### src/rtl/jt51_acc_mix.sv
// Operator output accumulator and stereo mixer: sums each channel's carriers and mixes them into one left/right sample per 32-slot frame.
// Optional build macro JT51_MIX_SAT_EN clamps the outputs to 16 bits; without it the outputs wrap.
module jt51_acc_mix (
  input  logic               clk,
  input  logic               rst_n,
  input  logic               cen,
  input  logic               zero,
  input  logic signed [13:0] op_XVII,
  input  logic        [2:0]  con,
  input  logic        [1:0]  rl,
  output logic signed [15:0] left,
  output logic signed [15:0] right,
  output logic               sample
);

  localparam int NCH = 8;

  logic        [4:0]  slot_q, slot_d, cur_slot;
  logic        [1:0]  op_sel;
  logic        [3:0]  mask;
  logic               synced_q, synced_d;
  logic signed [15:0] acc_q [NCH];
  logic signed [15:0] acc_d [NCH];
  logic signed [15:0] contrib, acc_new, chan_sum;
  logic signed [18:0] mix_l_q, mix_l_d, mix_r_q, mix_r_d;
  logic signed [18:0] gated_l, gated_r, fin_l, fin_r;
  logic signed [15:0] left_q, left_d, right_q, right_d;
  logic               sample_q, sample_d;

  function automatic logic signed [15:0] to_out(input logic signed [18:0] v);
`ifdef JT51_MIX_SAT_EN
    if (v > 19'sd32767)       return 16'sh7FFF;
    else if (v < -19'sd32768) return 16'sh8000;
    else                      return v[15:0];
`else
    return v[15:0];
`endif
  endfunction

  // NOTE: every signal written here gets a default first, so no path leaves a value unassigned and no latch is inferred.
  always_comb begin
    // zero marks the slot-0 sample on the current cycle, so it overrides the counter immediately.
    cur_slot = zero ? 5'd0 : slot_q;
    op_sel   = cur_slot[4:3];

    case (con)
      3'd4:       mask = 4'b1100;
      3'd5, 3'd6: mask = 4'b1110;
      3'd7:       mask = 4'b1111;
      default:    mask = 4'b1000;
    endcase

    contrib  = mask[op_sel] ? {{2{op_XVII[13]}}, op_XVII} : 16'sd0;
    chan_sum = acc_q[NCH-1] + contrib;
    acc_new  = (op_sel == 2'd0) ? contrib : chan_sum;
    gated_l  = rl[1] ? {{3{chan_sum[15]}}, chan_sum} : 19'sd0;
    gated_r  = rl[0] ? {{3{chan_sum[15]}}, chan_sum} : 19'sd0;
    fin_l    = mix_l_q + gated_l;
    fin_r    = mix_r_q + gated_r;

    slot_d   = slot_q;
    synced_d = synced_q;
    acc_d    = acc_q;
    mix_l_d  = mix_l_q;
    mix_r_d  = mix_r_q;
    left_d   = left_q;
    right_d  = right_q;
    sample_d = 1'b0;

    if (cen) begin
      slot_d   = cur_slot + 5'd1;
      synced_d = synced_q | zero;
      acc_d[0] = acc_new;
      for (int i = 1; i < NCH; i++) acc_d[i] = acc_q[i-1];
      if (op_sel == 2'd3) begin
        mix_l_d = (cur_slot[2:0] == 3'd0) ? gated_l : fin_l;
        mix_r_d = (cur_slot[2:0] == 3'd0) ? gated_r : fin_r;
      end
      if (cur_slot == 5'd31 && synced_q) begin
        left_d   = to_out(fin_l);
        right_d  = to_out(fin_r);
        sample_d = 1'b1;
      end
    end
  end

  // NOTE: sequential state uses non-blocking assignments only, so every flop samples the pre-edge values.
  always_ff @(posedge clk or negedge rst_n) begin
    if (!rst_n) begin
      slot_q   <= '0;
      synced_q <= 1'b0;
      // NOTE: the channel shift register is reset too; a stale partial sum would otherwise leak into the first frame.
      for (int i = 0; i < NCH; i++) acc_q[i] <= '0;
      mix_l_q  <= '0;
      mix_r_q  <= '0;
      left_q   <= '0;
      right_q  <= '0;
      sample_q <= 1'b0;
    end else begin
      slot_q   <= slot_d;
      synced_q <= synced_d;
      acc_q    <= acc_d;
      mix_l_q  <= mix_l_d;
      mix_r_q  <= mix_r_d;
      left_q   <= left_d;
      right_q  <= right_d;
      sample_q <= sample_d;
    end
  end

  assign left   = left_q;
  assign right  = right_q;
  assign sample = sample_q;

endmodule
### config.mk
export PLATFORM = sky130hd
export DESIGN_NAME = jt51_acc_mix
export DESIGN_NICKNAME = d
export VERILOG_FILES = /design/src/rtl/jt51_acc_mix.sv
export SDC_FILE = /design/constraint.sdc
export NUM_CORES = 1
export LEC_CHECK = 0
export BUFFER_PORTS_ARGS = -buffer_cell sky130_fd_sc_hd__buf_2
export CAP_MARGIN = 20
export CORE_MARGIN = 2
export CORE_UTILIZATION = 56
export DETAILED_ROUTE_END_ITERATION = 10
export PLACE_DENSITY = 0.87
export SKIP_CTS_REPAIR_TIMING = 1
export SLEW_MARGIN = 20
export SYNTH_ARGS = -nofsm -noshare
export SYNTH_HDL_FRONTEND = slang
export SYNTH_SLANG_ARGS = --single-unit
### constraint.sdc
create_clock -name clk -period 5.6 [get_ports clk]
set_input_delay 0.56 -clock clk [delete_from_list [all_inputs] [get_ports clk]]
set_output_delay 0.56 -clock clk [all_outputs]
set_load 0.02 [all_outputs]
==> key figures <==
Flow run
  • Max cap viols: 0

Die
  • Die Span X: 139.5 um
  • FP Rows: 49
  • Core Area: 17960 um^2
  • Initial Util: 0.5725
  • Die height: 139.5 um
  • Die area: 19470 um^2
  • Top Ports: 56

Timing
  • RSZ-0062 raised after global routing: false
  • Final worst slack: 0.3181 ns
  • Post-route setup TNS: 0 ns
  • Fmax achieved: 189.3 MHz
  • Fin. Hold Viols: 0
  • Post-layout minimum cycle time: 5.282 ns
  • Final worst-path cycle share: 0.9432
  • Final setup fails: 0
  • Fin. max-slew vios: 0
  • Worst Skew: 0.008182 ns
  • Slew headroom: 0.3482
  • Worst slew pin tran: 0.9778 ns

CTS
  • CTS tree: yes
  • Skew-Pair Late Insertion Delay: 0.44 ns
  • CTS buffer count: 17
  • Worst-path clk slew: 0.07 ns
  • H-tree Lvls: 4
  • Sinks on Clock Net: 199
  • Max Root-Sink Buffers: 2
  • CTS root buffer: clkbuf_16

Yosys
  • Async set-reset flop share out of synthesis: 1.000
  • Synth top area cells: dfrtp_1, mux2_2, ha_1
  • Synth warn: 0
  • Post-synth EDFFs: 0
  • Synth Register Bits: 199
  • Post-synth top area share: 0.4842
  • Top_reg_cell synth: dfrtp_1
  • Library cells used by synthesis: 65
  • Sequential element share of the synthesized area: 0.4842
  • Post-Syn Area per Cell: 10.88 um^2
  • Cell taking the most area after synthesis: dfrtp_1
  • Synth Instances: 945
  • Post-Syn Nets: 1019
  • Mapped Area: 10280 um^2

Finish
  • Area Growth Syn to Fin: 10.77%
  • Most frequent cells in the layout: dfrtp_1, mux2_2, nand2_1
  • Share of cells above drive strength 1: 0.2458
  • Nets: 1066
  • Commonest non-fill, non-tap cell in the layout: dfrtp_1
  • Ant. Diodes: 0

GRT
  • Tot GR Track Use: 0.2228
  • Antenna violations before repair: 0
  • First-pass GRT wire length: 35030 um
  • Largest net degree at the start of global routing: 87
  • Vias in the first global route: 7115
  • Grt total ovfl: 0

Critical path
  • Worst setup SP type: flop
  • CP Class: flop to flop
  • CP Capture Type: flop
  • CP required: 5.92 ns
  • Crit path max fanout: 12
  • Arrival time worst endpoint: 5.61 ns

Detailed routing
  • Vias per cell: 5.856
  • Remaining DRCs: 0
  • Pre-antenna DRT Iters: 5
  • DRT Wirelength: 20980 um
  • Starting DRT DRC Count: 537
  • Drt wl/cell: 17.00 um
  • ANT nets after route: 0
  • Via count: 7226

Pwr
  • LEAKAGE: 5.455 nW
  • Worst vdd ir: 0.2672 mV
  • Pwr dens: 337.1 nW/um^2

Placement
  • Dpl hpwl: 14750 um
  • Dpl ws: 0.09609 ns
  • Final Wtd Congestion: 0.9195
  • PortBufs: 55

Worst hold path
  • Worst hold path class: input pin to asynchronous set/reset pin

Status
  • Status: completed
layout make-up:
class	count	area (um^2)
fill	1383	6571
sequential	199	4980
multi-input combinational	686	5100
tap	229	286.5
clock buffer	19	452.9
clock inverter	13	113.9
inverter	20	75.07
timing repair buffer	68	384.1
Yosys cell counts (15+ instances only):
cell type	number
a21o_1	15
a31oi_1	15
xnor2_1	25
a21oi_1	62
o21ai_0	46
nand2_1	90
mux2_2	126
clkbuf_1	34
dfrtp_1	199
inv_1	20
nand3_1	15
ha_1	48
and2_1	41
nor2_1	61
flip-flops by register name, indices dropped and copies added (netlist names):
signal / flops
acc_q: 128
left: 16
mix_l_q: 16
mix_r_q: 16
right: 16
slot_q: 5
sample: 1
synced_q: 1
cell families (layout without fill, tap and decap cells):
logic type,count (synthesis),in the layout,share of synthesized area
buffers and inverters,60,120,0.02251
adders and majority gates,51,51,0.06423
and+or+nand+nor,249,249,0.1148
muxes,138,138,0.1496
AOI/OAI and AO/OA,208,208,0.1291
xor gates and xnor gates,40,40,0.03552
DFF,199,199,0.4842
power by group:
group / total, W / leakage (nW) / internal [W] / switching [W]
clock: 0.00118 / 0.278 / 0.000607 / 0.000576
combinational: 0.000879 / 2.60 / 0.000405 / 0.000474
sequential: 0.00178 / 2.58 / 0.00165 / 0.000127
worst max-delay path, stage by stage, from the launching register on:
cell and delay [ns]:
dfrtp_1 0.45, nor2b_4 0.16, o21a_1 0.17, o21ai_2 0.12, nand2_1 0.09, buf_4 0.18, and2_1 0.20, fa_1 0.43
a21o_1 0.17, a21oi_1 0.23, o21bai_1 0.18, a2111oi_4 0.38, o31a_1 0.25, nor2_1 0.09, and2_1 0.21, ha_1 0.35
nand4_1 0.17, or4_4 0.54, a21oi_4 0.21, o21ai_0 0.15, and4b_1 0.20, a211o_1 0.22
metrics by stage:
stage / total power (W) / cells / hold slack (ns) / utilization / cell area [um^2]
final: 0.003840 / 1234 / 0.1158 / 0.6342 / 11390
after global routing: 0.004040 / 1234 / 0.1462 / 0.6342 / 11390
after CTS: 0.003855 / 1234 / 0.1280 / 0.6329 / 11370
after detailed placement: 0.002667 / 1202 / 0.4477 / 0.6014 / 10800
after global placement: 0.002621 / 1202 / 0.4449 / 0.6014 / 10800
after floorplan: 0.002406 / 945 / 0.2644 / - / 10280
layer usage:
| metal | GRT usage | share of wire |
|---|---|---|
| met1 | 0.3073 | 0.45 |
| met2 | 0.3627 | 0.49 |
| met3 | 0.04508 | 0.046 |
| met4 | 0.06114 | 0.013 |
| met5 | 0 | 0 |
worst paths after layout:
check                                       from                      to  slack (ns)  depth (start not counted)
setup / recovery           slot_q[3]$_DFFE_PN0P_    left[15]$_DFFE_PN0P_        0.32                         21
hold / removal                             rst_n  mix_r_q[2]$_DFFE_PN0P_        0.12                          1
setup reg to reg           slot_q[3]$_DFFE_PN0P_    left[15]$_DFFE_PN0P_        0.32                         21
hold reg to reg             synced_q$_DFFE_PN0P_    synced_q$_DFFE_PN0P_        0.46                          1
max in group asynchronous                  rst_n   acc_q[71]$_DFFE_PN0P_        4.20                          2
min in group clk            synced_q$_DFFE_PN0P_    synced_q$_DFFE_PN0P_        0.46                          1
(Power assumes the default switching activity.)
